### src/rtl/ga25_gfx_arbiter.sv
// ga25_gfx_arbiter: round-robin share of the GFX ROM SDRAM read channel.
// Optional per-port one-entry read cache: define GA25_GFX_ARB_CACHE_EN.
module ga25_gfx_arbiter #(
    parameter int          NUM_PORTS = 4,
    parameter int          ADDR_W    = 22,
    parameter logic [24:0] BASE_ADDR = 25'h0,
    parameter int          TIMEOUT   = 255
) (
    input  logic                        clk,
    input  logic                        reset,
    input  logic [NUM_PORTS-1:0]        req,
    input  logic [NUM_PORTS*ADDR_W-1:0] addr,
    output logic [NUM_PORTS*32-1:0]     data,
    output logic [NUM_PORTS-1:0]        rdy,
    output logic [24:0]                 sdr_addr,
    output logic                        sdr_req,
    input  logic [31:0]                 sdr_data,
    input  logic                        sdr_rdy,
    output logic                        busy,
    output logic                        timeout_err
);

    localparam int PW = (NUM_PORTS > 1) ? $clog2(NUM_PORTS) : 1;
    localparam logic [9:0] WD_LAST = 10'(TIMEOUT - 1);

    localparam logic [1:0] S_IDLE  = 2'd0;
    localparam logic [1:0] S_ISSUE = 2'd1;
    localparam logic [1:0] S_WAIT  = 2'd2;

    logic [1:0]           state;
    logic [NUM_PORTS-1:0] req_d;
    logic [NUM_PORTS-1:0] pend;
    logic [NUM_PORTS-1:0] edge_v;
    logic [24:0]          paddr    [NUM_PORTS];
    logic [24:0]          addr_ext [NUM_PORTS];
    logic [31:0]          dreg     [NUM_PORTS];
    logic [PW-1:0]        ptr;
    logic [PW-1:0]        gnt;
    logic [PW-1:0]        sel;
    logic [PW:0]          cand;
    logic                 sel_v;
    logic [9:0]           wdog;
    logic                 hit;
    logic [31:0]          hit_data;

    assign edge_v = req & ~req_d;
    assign busy   = (state != S_IDLE);

    // Zero-extend each requester address to the 25-bit SDRAM space
    always_comb begin
        for (int i = 0; i < NUM_PORTS; i++) begin
            addr_ext[i] = '0;
            addr_ext[i][ADDR_W-1:0] = addr[i*ADDR_W +: ADDR_W];
        end
    end

    // Round-robin pick: first pending port after the last grant
    always_comb begin
        sel_v = 1'b0;
        sel   = '0;
        cand  = '0;
        for (int k = 1; k <= NUM_PORTS; k++) begin
            cand = {1'b0, ptr} + (PW+1)'(k);
            if (cand >= (PW+1)'(NUM_PORTS))
                cand = cand - (PW+1)'(NUM_PORTS);
            if (!sel_v && pend[cand[PW-1:0]]) begin
                sel_v = 1'b1;
                sel   = cand[PW-1:0];
            end
        end
    end

`ifdef GA25_GFX_ARB_CACHE_EN
    logic [24:0]          ctag [NUM_PORTS];
    logic [31:0]          cdat [NUM_PORTS];
    logic [NUM_PORTS-1:0] cval;

    assign hit      = cval[sel] && (ctag[sel] == paddr[sel]);
    assign hit_data = cdat[sel];

    // Real SDRAM completions refill the granted port's entry
    always_ff @(posedge clk) begin
        if (reset) begin
            cval <= '0;
        end else if (state == S_WAIT && sdr_rdy) begin
            cval[gnt] <= 1'b1;
            ctag[gnt] <= sdr_addr;
            cdat[gnt] <= sdr_data;
        end
    end
`else
    assign hit      = 1'b0;
    assign hit_data = '0;
`endif

    // Request capture, grant FSM, watchdog and response delivery
    always_ff @(posedge clk) begin
        if (reset) begin
            state       <= S_IDLE;
            req_d       <= '0;
            pend        <= '0;
            rdy         <= '0;
            sdr_req     <= 1'b0;
            sdr_addr    <= '0;
            timeout_err <= 1'b0;
            ptr         <= PW'(NUM_PORTS - 1);
            gnt         <= '0;
            wdog        <= '0;
            for (int i = 0; i < NUM_PORTS; i++) begin
                paddr[i] <= '0;
                dreg[i]  <= '0;
            end
        end else begin
            req_d   <= req;
            rdy     <= '0;
            sdr_req <= 1'b0;
            case (state)
                S_IDLE: begin
                    if (sel_v) begin
                        pend[sel] <= 1'b0;
                        ptr       <= sel;
                        if (hit) begin
                            rdy[sel]  <= 1'b1;
                            dreg[sel] <= hit_data;
                        end else begin
                            sdr_addr <= paddr[sel];
                            sdr_req  <= 1'b1;
                            gnt      <= sel;
                            state    <= S_ISSUE;
                        end
                    end
                end
                S_ISSUE: begin
                    wdog  <= '0;
                    state <= S_WAIT;
                end
                S_WAIT: begin
                    if (sdr_rdy) begin
                        dreg[gnt] <= sdr_data;
                        rdy[gnt]  <= 1'b1;
                        state     <= S_IDLE;
                    end else if (wdog == WD_LAST) begin
                        dreg[gnt]   <= 32'hFFFF_FFFF;
                        rdy[gnt]    <= 1'b1;
                        timeout_err <= 1'b1;
                        state       <= S_IDLE;
                    end else begin
                        wdog <= wdog + 10'd1;
                    end
                end
                default: state <= S_IDLE;
            endcase
            // A fresh edge wins over a same-cycle grant clear
            for (int i = 0; i < NUM_PORTS; i++) begin
                if (edge_v[i]) begin
                    pend[i]  <= 1'b1;
                    paddr[i] <= BASE_ADDR | addr_ext[i];
                end
            end
        end
    end

    for (genvar i = 0; i < NUM_PORTS; i++) begin : g_out
        assign data[i*32 +: 32] = dreg[i];
    end

endmodule

### config.mk
export PLATFORM = sky130hd
export DESIGN_NAME = ga25_gfx_arbiter
export DESIGN_NICKNAME = d
export VERILOG_FILES = /design/src/rtl/ga25_gfx_arbiter.sv
export SDC_FILE = /design/constraint.sdc
export NUM_CORES = 1
export LEC_CHECK = 0
export CAP_MARGIN = 40
export CORE_ASPECT_RATIO = 1.4
export CORE_MARGIN = 2
export CORE_UTILIZATION = 40
export DETAILED_ROUTE_END_ITERATION = 12
export PLACE_DENSITY = 0.72
export SLEW_MARGIN = 10
export SYNTH_ARGS = -nofsm -noshare
export SYNTH_HDL_FRONTEND = slang
export SYNTH_SLANG_ARGS = --single-unit
### constraint.sdc
create_clock -name clk -period 4.1 [get_ports clk]
set_input_delay 0.82 -clock clk [delete_from_list [all_inputs] [get_ports clk]]
set_output_delay 0.82 -clock clk [all_outputs]
set_load 0.02 [all_outputs]
# After elaboration in Yosys (flattened, before gate mapping)
# Memory sizes are Yosys's and may differ from the RTL's. A register that Yosys moved wholly into a read port is not among the register bits.
# Cells that the tools add are included.
[word_totals]
regBits = 55
latch_bits = 0
ramBits = 216
mem_bits_ro = 0
wordCells = 156
n_memories = 2
[classes]
add_sub_neg = 9
mul = 0
div = 0
n_lt_le_gt_ge = 12
n_eq_ne = 7
shifts = 0
muxes = 71
bitwise_logic = 12
n_reduce_logical = 30
[mem_list]
columns = ["name", "depth", "word_bits", "read_ports", "rd_ports_with_merged_regs", "write_ports", "line", "text"]
rows = [
  ["dreg", 4, 32, 4, 0, 4, "36", "logic [31:0] dreg [NUM_PORTS];"],
  ["paddr", 4, 22, 1, 1, 4, "34", "logic [24:0] paddr [NUM_PORTS];"],
]
[op_table]
columns = ["operator", "count"]
rows = [
  ["$mux 22", 4],
  ["$mux 32", 2],
  ["$mux 1", 39],
  ["$reduce_or 32->1", 1],
  ["$mux 2", 12],
  ["$mux 10", 2],
  ["$pmux 10 s2", 1],
  ["$reduce_bool 2->1", 10],
  ["$lt 2x3->1 const B", 6],
  ["$mux 4", 4],
  ["$ge 3x3->1 const B", 4],
  ["$reduce_and 2->1", 6],
  ["$add 10x1->10 const B", 1],
  ["$eq 10x8->1 const B", 1],
  ["$and 4x4->4", 2],
  ["$bmux 1 s2", 4],
  ["$not 4->4", 2],
  ["$sub 2x1->2 const B", 4],
  ["$add 2x2->3 const B", 2],
  ["$ne 2x2->1 const B", 3],
  ["$pmux 2 s3", 1],
  ["$reduce_and 3->1", 2],
  ["$logic_and 1x1->1", 5],
  ["$or 1x1->1", 5],
  ["11 further kinds", 18],
]

# Longest topological paths before layout
# Gate-level depths: netlist (run 1).
[logic_depth]
ltp_word = 24
depth_mapped = 10

# Worst setup path after synthesis (run 1)
# Ideal clock, no wire load.
[synth_timing]
path_kind = "reg2reg"
from = "register wdog[0]"
to = "memory dreg[3][0] (enable)"
arrival_ns = 3.523
required_time_ns = 3.630
setup_slack_ns = 0.108
stages_incl_launch_ff = 7
n_path_buf = 0
path_cell_list = "dfxtp_1 inv_1 ha_1 or3b_4 nor3_4 nor2_1 o31ai_1"
[synth_rtl]
columns = ["item", "line", "text"]
rows = [
  ["start: declaration", "42", "logic [9:0] wdog;"],
  ["start signal: assignment", "148", "wdog <= wdog + 10'd1;"],
  ["end: declaration", "36", ""],
]

==> summary.txt, run 1 <==
Setup path
  – Critical path class: reg -> reg
  – Crit-path max FO: 32
  – Crit path launch type: flip-flop
  – Reg2reg setup slack: between 1000 and 1500 ps
  – Cell depth of the worst flop-to-flop path: 7
  – Critical Path AT: roughly 2800 ps
  – Critical Path RT: 4240 ps
  – CP Capture Type: flip-flop
  – Crit path from: wdog[0]
  – Worst setup path endpoint: dreg[0][28]
  – Reg2reg start: wdog[0]
  – R2R Path End: dreg[0][28]

Yosys
  – Post-synthesis cell area: between 10000 and 15000 sq um
  – Cells after Synth: 751
  – Most used DFF post-synth: edfxtp_1
  – Top-count cell post-synth: edfxtp_1
  – FF+latch count, synth: ~270
  – Largest area contributor in the netlist: edfxtp_1
  – Synth warnings: 0
  – EDFF count, synth: 216
  – Area share of the largest cell type after synthesis: 59.9%
  – Synth top cells by count: edfxtp_1, o21a_1, and2_1, dfxtp_1, mux2i_1
  – Synth top area cells: edfxtp_1, dfxtp_1, o21a_1
  – FFs w/ async S/R, synth: 0%
  – Netlist cell types: 44
  – Register area share after synthesis: a little over two thirds
  – Syn Area/Cell: 14.4 sq um

Floorplanning
  – Row cnt: between 70 and 80
  – Die area: ~28000 sq um
  – Top-level I/O count: 287
  – Initial core utilization: 40.5%
  – Die Wd: between 100 and 150 microns
  – Chip Height: 199 microns
  – Core Box Area: about 27000 sq um

Routing
  – Drt first-iter violations: about 370
  – Vias per std cell: approximately 5.0
  – Pre-Repair DR Iteration Count: 5
  – Routed via count: 7125
  – Drt drc: 0
  – Final WL: between 20000 and 30000 microns
  – WL per Instance: 19.4 microns
  – Post-DRT Antenna Nets: 0

Global route
  – Vias in the first global route: 7199
  – Total GRT Usage: 19.0%
  – Largest net degree at the start of global routing: a little under 60
  – Initial antenna violation count: 0
  – GRT Residual Overflow: 0
  – First-pass GRT wire length: between 40000 and 50000 microns

Cells and area
  – Final net count: around 1200
  – Layout cell share with drive strength beyond 1: under 10%
  – Diode count: 0
  – Area Overhead vs Synth: 39.0%
  – Final Util: 56.3%

Clock tree
  – H-tree levels: 1
  – Bufs on Longest Clock Path: 3
  – Clock-pin slew on the worst setup and hold paths: approximately 60 ps
  – TritonCTS Buffers: 26
  – Clock Latency Late Sink: 530 ps
  – Post-CTS Hold Fix Bufs: 0
  – CTS tree: done
  – Setup bufs post-CTS: 0
  – Sink Count: around 270
  – PostCTS Resize Cnt: 0
  – Root buffer cell: clkbuf_16

Timing
  – Final worst path period share: between 60% and 70%
  – TNS Setup: 0 ps
  – Setup Skew: between 10 and 15 ps
  – Slew at the pin closest to its max-slew limit: 882 ps
  – Number of hold violations in the final report: 0
  – Final Hold Slack: roughly 470 ps
  – Slew Viols, Final: 0
  – Fin worst setup slack: 1450 ps
  – Fmax: between 300 and 400 MHz
  – Normalized max-slew margin: 41.2%
  – RSZ-0062 raised after global routing: false
  – Post-layout min period: between 2000 and 3000 ps
  – Final setup violation count: 0

Pwr
  – Leakage power: 5.56 nW
  – Worst vdd ir: 0.418 mV
  – Power, Total: between 7 and 8 mW
  – P per Cell Area: 468 nW/um^2

Placed design
  – Final GP Congestion: roughly 0.8
  – PortBufs: between 200 and 300
  – Pre-CTS setup slack: 954 ps
  – DP HPWL: a little under 20000 microns

Hold path
  – Hold/Removal Path Class: reg -> reg
  – Hold Path Origin: timeout_err

Status
  – Status: complete, no violations

Run
  – Max-cap violations: 0
cell usage in the layout (no fill, tap or decap), drive strengths merged, types with 2 or more instances in the layout:
cell           Yosys  layout
ha                 2       2
nor3               4       4
nand3              2       2
dfxtp             52      52
or2                5       5
o21a             129     129
clkinv             0       6
o21ai             25      25
edfxtp           216     216
nand2b             8       8
a211o              2       2
a31o               4       4
xnor2              6       6
o31ai              2       2
buf               31      25
and2              91      91
or3b               2       2
clkinvlp           0       3
inv                6       9
nand2             11      11
nor2b              7       7
and3b              2       2
a221oi            23      23
nor3b              2       2
mux2i             44      44
conb               1       3
clkbuf            27      31
nand4              2       2
a21oi              6       6
nor2              30      30
clkdlybuf4s50      0     283
bufinv             0       5
metrics by stage:
| stage | std cells | cell area (sq um) |
|---|---|---|
| global route | 1416 | 15000 |
| detailed placement | 1368 | 14100 |
| global placement | 1363 | 14000 |
| CTS | 1416 | 15000 |
| floorplan | 753 | 10800 |
| finish | 1416 | 15000 |
logic make-up after synthesis:
kind of cell | share of synthesized area (%)
other | 0.0346
AOI/OAI and AO/OA | 13.3
buffers and inverters | 3.09
adders and majority gates | 0.231
muxes | 4.07
xor gates and xnor gates | 0.566
and+or+nand+nor | 9.16
DFF | 69.5
worst max-delay path, stage by stage, from the launching register on:
cell and delay, ps:
dfxtp_1 350, inv_1 80, ha_1 160, or3b_4 400, nor3_4 160, o21a_1 190, nor3b_4 200, or2_2 710
flip-flops by register name, indices dropped and copies added (netlist names):
signal,cells
dreg,128
gnt,2
paddr,88
pend,4
ptr,2
rdy,4
req_d,4
sdr_addr,22
sdr_req,1
state,2
timeout_err,1
wdog,10
layer usage:
layer  track usage [%]  vias to the layer above  part of all wire, %  wire length (microns)
met5                 0                        -                    0                      0
met3              3.32                       41                  7.3                   2000
met1              22.2                     3414                   38                  10300
li1                  -                     3336                    -                      -
met2              35.6                      334                   53                  14500
met4              4.99                        0                  2.3                    630
layout make-up:
cell class                      count  area, sq um
Fill cell                        2131        11700
Sequential cell                   268         7530
Timing Repair Buffer              308         3090
Multi-Input combinational cell    421         3000
Clock buffer                       31          711
Tap cell                          365          457
Clock inverter                     17          239
Inverter                            6         22.5
where the power goes:
part	switching [mW]	total, mW	internal (mW)	leakage [nW]
Combinational	0.635	1.19	0.552	2.39
Clock	1.03	2.60	1.57	0.460
Sequential	0.107	3.25	3.15	2.71
worst min-delay path by stage:
stage                              to  slack (ps)  cells after the start
after floorplan                ptr[1]         470                      1
after global placement    timeout_err         460                      2
after detailed placement  timeout_err         460                      2
after CTS                 timeout_err         480                      2
after global routing      timeout_err         500                      2
final                     timeout_err         470                      2
(Power assumes the default switching activity.)
==> run 2: changes to the inputs <==
==> constraint.sdc (replaced) <==
create_clock -name clk -period 2.2 [get_ports clk]
set_input_delay 0.44 -clock clk [delete_from_list [all_inputs] [get_ports clk]]
set_output_delay 0.44 -clock clk [all_outputs]
set_load 0.02 [all_outputs]
==> summary.txt, run 2 (synthesis results as in run 1) <==
Status
  – Status: complete, no violations

Floorplanning
  – Chip Height: 199 microns (unchanged)
  – Core Box Area: 26700 sq um (unchanged)
  – Die Wd: 143 microns (unchanged)
  – Top-level I/O count: 287 (unchanged)
  – Initial core utilization: 40.5% (unchanged)
  – Die area: 28400 sq um (unchanged)
  – Row cnt: 71 (unchanged)

Timing
  – Slew Viols, Final: 0 (unchanged)
  – Setup Skew: 20.5 ps (+8.32 ps)
  – Final setup violation count: 0 (unchanged)
  – Post-layout min period: 2120 ps (-534 ps)
  – Slew at the pin closest to its max-slew limit: 489 ps (-393 ps)
  – Final worst path period share: 96.4% (+32 points)
  – Fin worst setup slack: 80.0 ps (-1370 ps)
  – Fmax: 472 MHz (+25%)
  – Normalized max-slew margin: 66.6% (+25 points)
  – Number of hold violations in the final report: 0 (unchanged)

Cells and area
  – Diode count: 0 (unchanged)
  – Area Overhead vs Synth: 41.6%
  – Layout cell share with drive strength beyond 1: 10.7% (+2.2 points)
  – Commonest non-fill, non-tap cells in the layout: clkdlybuf4s50_1, edfxtp_1, o21a_1
  – Max reg flops: 128 (unchanged)
  – Final net count: 1184 (+2.1%)
  – Commonest non-fill, non-tap cell in the layout: clkdlybuf4s50_1
  – Regs by FF count: dreg (128), paddr (88), sdr_addr (22)
  – Biggest register: dreg

Global route
  – Largest net degree at the start of global routing: 48 (-19%)
  – Total GRT Usage: 19.0% (about the same)
  – GRT Residual Overflow: 0 (unchanged)
  – Vias in the first global route: 7274 (+1.0%)
  – First-pass GRT wire length: 41300 microns (about the same)
  – Initial antenna violation count: 0 (unchanged)

Routing
  – Routed via count: 7219 (+1.3%)
  – Vias per std cell: 5.02 (-0.23%)
  – Drt first-iter violations: 362 (-3.2%)
  – Post-DRT Antenna Nets: 0 (unchanged)
  – Final WL: 27500 microns (+0.11%)
  – Pre-Repair DR Iteration Count: 4 (-1)
  – Drt drc: 0 (unchanged)
  – WL per Instance: 19.1 microns (-1.4%)

Setup path
  – CP Capture Type: flip-flop
  – Critical Path AT: 2500 ps (-300 ps)
  – Critical Path RT: 2580 ps (-1660 ps)
  – Crit path launch type: flip-flop
  – Crit-path max FO: 19 (-41%)
  – Critical path class: reg -> reg

Clock tree
  – TritonCTS Buffers: 25 (-3.8%)
  – H-tree levels: 1 (unchanged)
  – Sink Count: 268 (unchanged)
  – Root buffer cell: clkbuf_16
  – CTS tree: done
  – Clock-pin slew on the worst setup and hold paths: 70 ps (about the same)
  – Bufs on Longest Clock Path: 3 (unchanged)
  – Clock Latency Late Sink: 520 ps (about the same)

Placed design
  – Final GP Congestion: 0.774 (-4.2%)
  – PortBufs: 283 (unchanged)
  – Pre-CTS setup slack: -128 ps (-1080 ps)
  – DP HPWL: 19900 microns (+2.2%)

Pwr
  – Leakage power: 5.69 nW (+2.4%)
  – Worst vdd ir: 0.524 mV (+25%)
  – P per Cell Area: 843 nW/um^2 (+80%)
  – Power, Total: 12.9 mW (+83%)

Run
  – Max-cap violations: 0 (unchanged)

Hold path
  – Hold/Removal Path Class: reg -> reg
run 2: changes by cell type in the layout (fill, tap and decap cells not counted), sizes merged:
cell,delta
buf,+25
clkinvlp,+3
clkbuf,-4
clkdlybuf4s50,-1
dlygate4sd2,+1
inv,-3
clkinv,+1
run 2: layout make-up:
cell class                 count  area (sq um)
clock buffer                  27           653
clock inverter                18           228
fill                        2155         11400
inverter                       6          22.5
multi-input combinational    421          3010
sequential                   268          7530
tap                          365           457
timing repair buffer         333          3420
run 2: metrics by stage:
| stage | cell area (sq um) | hold slack (ps) | TNS [ps] | std cells | util, % |
|---|---|---|---|---|---|
| 6_report | 15300 | 502 | 0 | 1438 | 57.3 |
| 5_1_grt | 15300 | 514 | -30.0 | 1438 | 57.3 |
| 4_1_cts | 15300 | 500 | 0 | 1437 | 57.3 |
| 3_5_place_dp | 14400 | 494 | -6660 | 1392 | 54.0 |
| 3_3_place_gp | 14400 | 492 | -5200 | 1392 | 54.0 |
| 2_1_floorplan | 10900 | 474 | -10450 | 753 | - |
run 2: where the power goes:
part           internal (mW)  total [mW]  switching, mW
sequential              5.86        6.06          0.197
combinational           1.09        2.29           1.20
clock                   2.73        4.56           1.83
total                   9.69        12.9           3.22
run 2: worst paths after layout:
path         depth (start not counted)           to  slack (ps)        start
max reg2reg                          6  sdr_addr[5]          80      pend[2]
min reg2reg                          2  timeout_err         500  timeout_err
max                                  6  sdr_addr[5]          80      pend[2]
min                                  2  timeout_err         500  timeout_err
run 2: what timing repair did:
action / CTS / global route
resized for setup: 1 / 1
hold buffers: 0 / 0
pin swaps: 0 / 2
buffers inserted: 0 / 1
cloned: 0 / 0
endpoints found under the setup margin: 1 / 49
run 2: per-layer routing:
layer / GRT usage [%] / vias up / share of wire (%)
met2: 34.9 / 341 / 52
li1: - / 3375 / -
met4: 5.72 / 0 / 2.8
met3: 3.76 / 44 / 7.9
met5: 0 / - / 0
met1: 22.2 / 3459 / 38
run 2: critical path: stages (launching register included):
cell	delay, ps
dfxtp_1	440
inv_1	60
a221oi_1	480
o32ai_4	210
buf_4	290
mux2i_1	350
a221oi_1	130
==> run 3: changes to the inputs <==
--- a/config.mk
+++ b/config.mk
@@ -15,3 +15,4 @@
 export SYNTH_ARGS = -nofsm -noshare
 export SYNTH_HDL_FRONTEND = slang
 export SYNTH_SLANG_ARGS = --single-unit
+export TNS_END_PERCENT = 5
==> summary.txt, run 3 (synthesis results as in run 1) <==
Timing
  – RSZ-0062 raised after global routing: true
  – Fmax: 470 MHz (-0.44%)
  – Setup Skew: 21.0 ps (+0.561 ps)
  – Number of hold violations in the final report: 0 (unchanged)
  – TNS Setup: 0 ps (unchanged)
  – Slew at the pin closest to its max-slew limit: 481 ps (-7.98 ps)
  – Slew Viols, Final: 0 (unchanged)
  – Final worst path period share: 96.8% (+0.43 points)
  – Final setup violation count: 0 (unchanged)
  – Post-layout min period: 2130 ps (+9.48 ps)
  – Normalized max-slew margin: 67.1% (+0.55 points)

Floorplanning
  – Die area: 28400 sq um (unchanged)
  – Row cnt: 71 (unchanged)
  – Chip Height: 199 microns (unchanged)
  – Initial core utilization: 40.5% (unchanged)
  – Core Box Area: 26700 sq um (unchanged)
  – Die Wd: 143 microns (unchanged)
  – Top-level I/O count: 287 (unchanged)

Cells and area
  – Layout cell share with drive strength beyond 1: 9.84% (-0.88 points)
  – Final net count: 1186 (+0.17%)
  – Commonest non-fill, non-tap cell in the layout: clkdlybuf4s50_1
  – Regs by FF count: dreg (128), paddr (88), sdr_addr (22)
  – Commonest non-fill, non-tap cells in the layout: clkdlybuf4s50_1, edfxtp_1, o21a_1
  – Max reg flops: 128 (unchanged)
  – Final Util: 57.6% (+0.30 points)
  – Diode count: 0 (unchanged)
  – Fillers: 2118 (-1.7%)
  – Fin area: 15400 sq um (+0.53%)
  – Area Overhead vs Synth: 42.3%
  – Biggest register: dreg

Global route
  – GRT Residual Overflow: 0 (unchanged)
  – Largest net degree at the start of global routing: 40 (-17%)
  – Initial antenna violation count: 0 (unchanged)
  – Total GRT Usage: 19.1% (+0.14 points)
  – GRT met2 Usage: 34.4% (-0.53 points)
  – GR Util met3: 3.64% (-0.12 points)
  – Vias in the first global route: 7231 (-0.59%)
  – Met1 Usage GRT: 23.4% (+1.2 points)
  – Busiest grt layer: met2
  – First-pass GRT wire length: 41900 microns (+1.5%)

Run
  – Max-cap violations: 0 (unchanged)

Hold path
  – Hold/Removal Path Class: reg -> reg

Setup path
  – Critical Path RT: 2430 ps (-150 ps)
  – Crit-path max FO: 19 (unchanged)
  – Crit-path slowest cell: or3b_4
  – Critical path class: reg -> reg
  – Critical Path AT: 2360 ps (-140 ps)
  – Crit path launch type: flip-flop
  – CP Cell Sequence: inv_1 > ha_1 > or3b_4 > nor3_4 > o21a_1 > nor3b_4 > or2_4 > buf_12
  – Max incr delay on CP: 390 ps (-90 ps)
  – CP Capture Type: flip-flop

Routing
  – Drt first-iter violations: 379 (+4.7%)
  – Drt drc: 0 (unchanged)
  – Vias per std cell: 5.04 (+0.48%)
  – Post-DRT Antenna Nets: 0 (unchanged)
  – Final WL: 27700 microns (+0.95%)
  – Routed via count: 7274 (+0.76%)
  – WL per Instance: 19.2 microns (+0.67%)
  – Pre-Repair DR Iteration Count: 4 (unchanged)

Clock tree
  – Root buffer cell: clkbuf_16
  – H-tree levels: 1 (unchanged)
  – Clock Latency Late Sink: 530 ps (about the same)
  – CTS tree: done
  – Sink Count: 268 (unchanged)
  – Clock-pin slew on the worst setup and hold paths: 60 ps (about the same)
  – Bufs on Longest Clock Path: 3 (unchanged)
  – TritonCTS Buffers: 26 (+4.0%)

Placed design
  – PortBufs: 283 (unchanged)
  – Placed Area: 14600 sq um (+0.83%)
  – Final GP Congestion: 0.786 (+1.5%)
  – DP HPWL: 19700 microns (-1.2%)

Pwr
  – Leakage power: 5.72 nW (+0.57%)
  – Power, Total: 12.8 mW (-1.1%)
  – Worst vdd ir: 0.540 mV (+3.0%)
  – P per Cell Area: 829 nW/um^2 (-1.7%)

Status
  – Status: complete, no violations
-- run 3: stage by stage --
| step | hold slack [ps] | setup WS [ps] | cells |
|---|---|---|---|
| after detailed placement | 494 | -11.7 | 1393 |
| after floorplan | 474 | -163 | 753 |
| final | 503 | 70.5 | 1442 |
| after global placement | 470 | -0.222 | 1393 |
| after global routing | 514 | -46.4 | 1442 |
| after CTS | 502 | 54.4 | 1441 |
-- run 3: what timing repair did --
| action | CTS | global route |
|---|---|---|
| resized for setup | 1 | 0 |
| hold endpoints to repair | 0 | 0 |
| hold buffers | 0 | 0 |
| setup endpoints to repair | 1 | 65 |
| setup buffers | 0 | 1 |
-- run 3: path summary, 6_finish.rpt --
| kind | start | to | slack [ps] | cells past startpoint |
|---|---|---|---|---|
| setup / recovery | wdog[0] | dreg[0][10] | 70 | 8 |
| hold / removal | timeout_err | timeout_err | 500 | 2 |
| setup reg to reg | wdog[0] | dreg[0][10] | 70 | 8 |
| hold reg to reg | timeout_err | timeout_err | 500 | 2 |
-- run 3: power breakdown --
group | leakage [nW] | internal [mW] | switching [mW] | total, mW
clock network | 0.410 | 2.57 | 1.83 | 4.40
logic | 2.61 | 1.10 | 1.21 | 2.31
registers | 2.71 | 5.87 | 0.188 | 6.05
-- run 3: area by class of cell --
type | count | area [sq um] | share of cell area [%]
Clock buffer | 37 | 743 | 4.82
Clock inverter | 11 | 100 | 0.650
Inverter | 6 | 22.5 | 0.146
Multi-Input combinational cell | 421 | 3010 | 19.6
Sequential cell | 268 | 7530 | 48.9
Tap cell | 365 | 457 | 2.96
Timing Repair Buffer | 334 | 3540 | 23.0
-- run 3: per-layer routing --
metal	part of all wire [%]	wire length (microns)
met1	38	10500
met5	0	0
met4	2.6	734
met2	51	14200
met3	8.4	2340
-- run 3: critical path: cells and delay by family (launching register included) --
kind                     cells  cell delay, ps
adder cells (fa/ha/maj)      1             130
flip-flops                   1             320
buffers and inverters        2             210
AND/OR/NAND/NOR              4             930
AO/OA/AOI/OAI                1             210
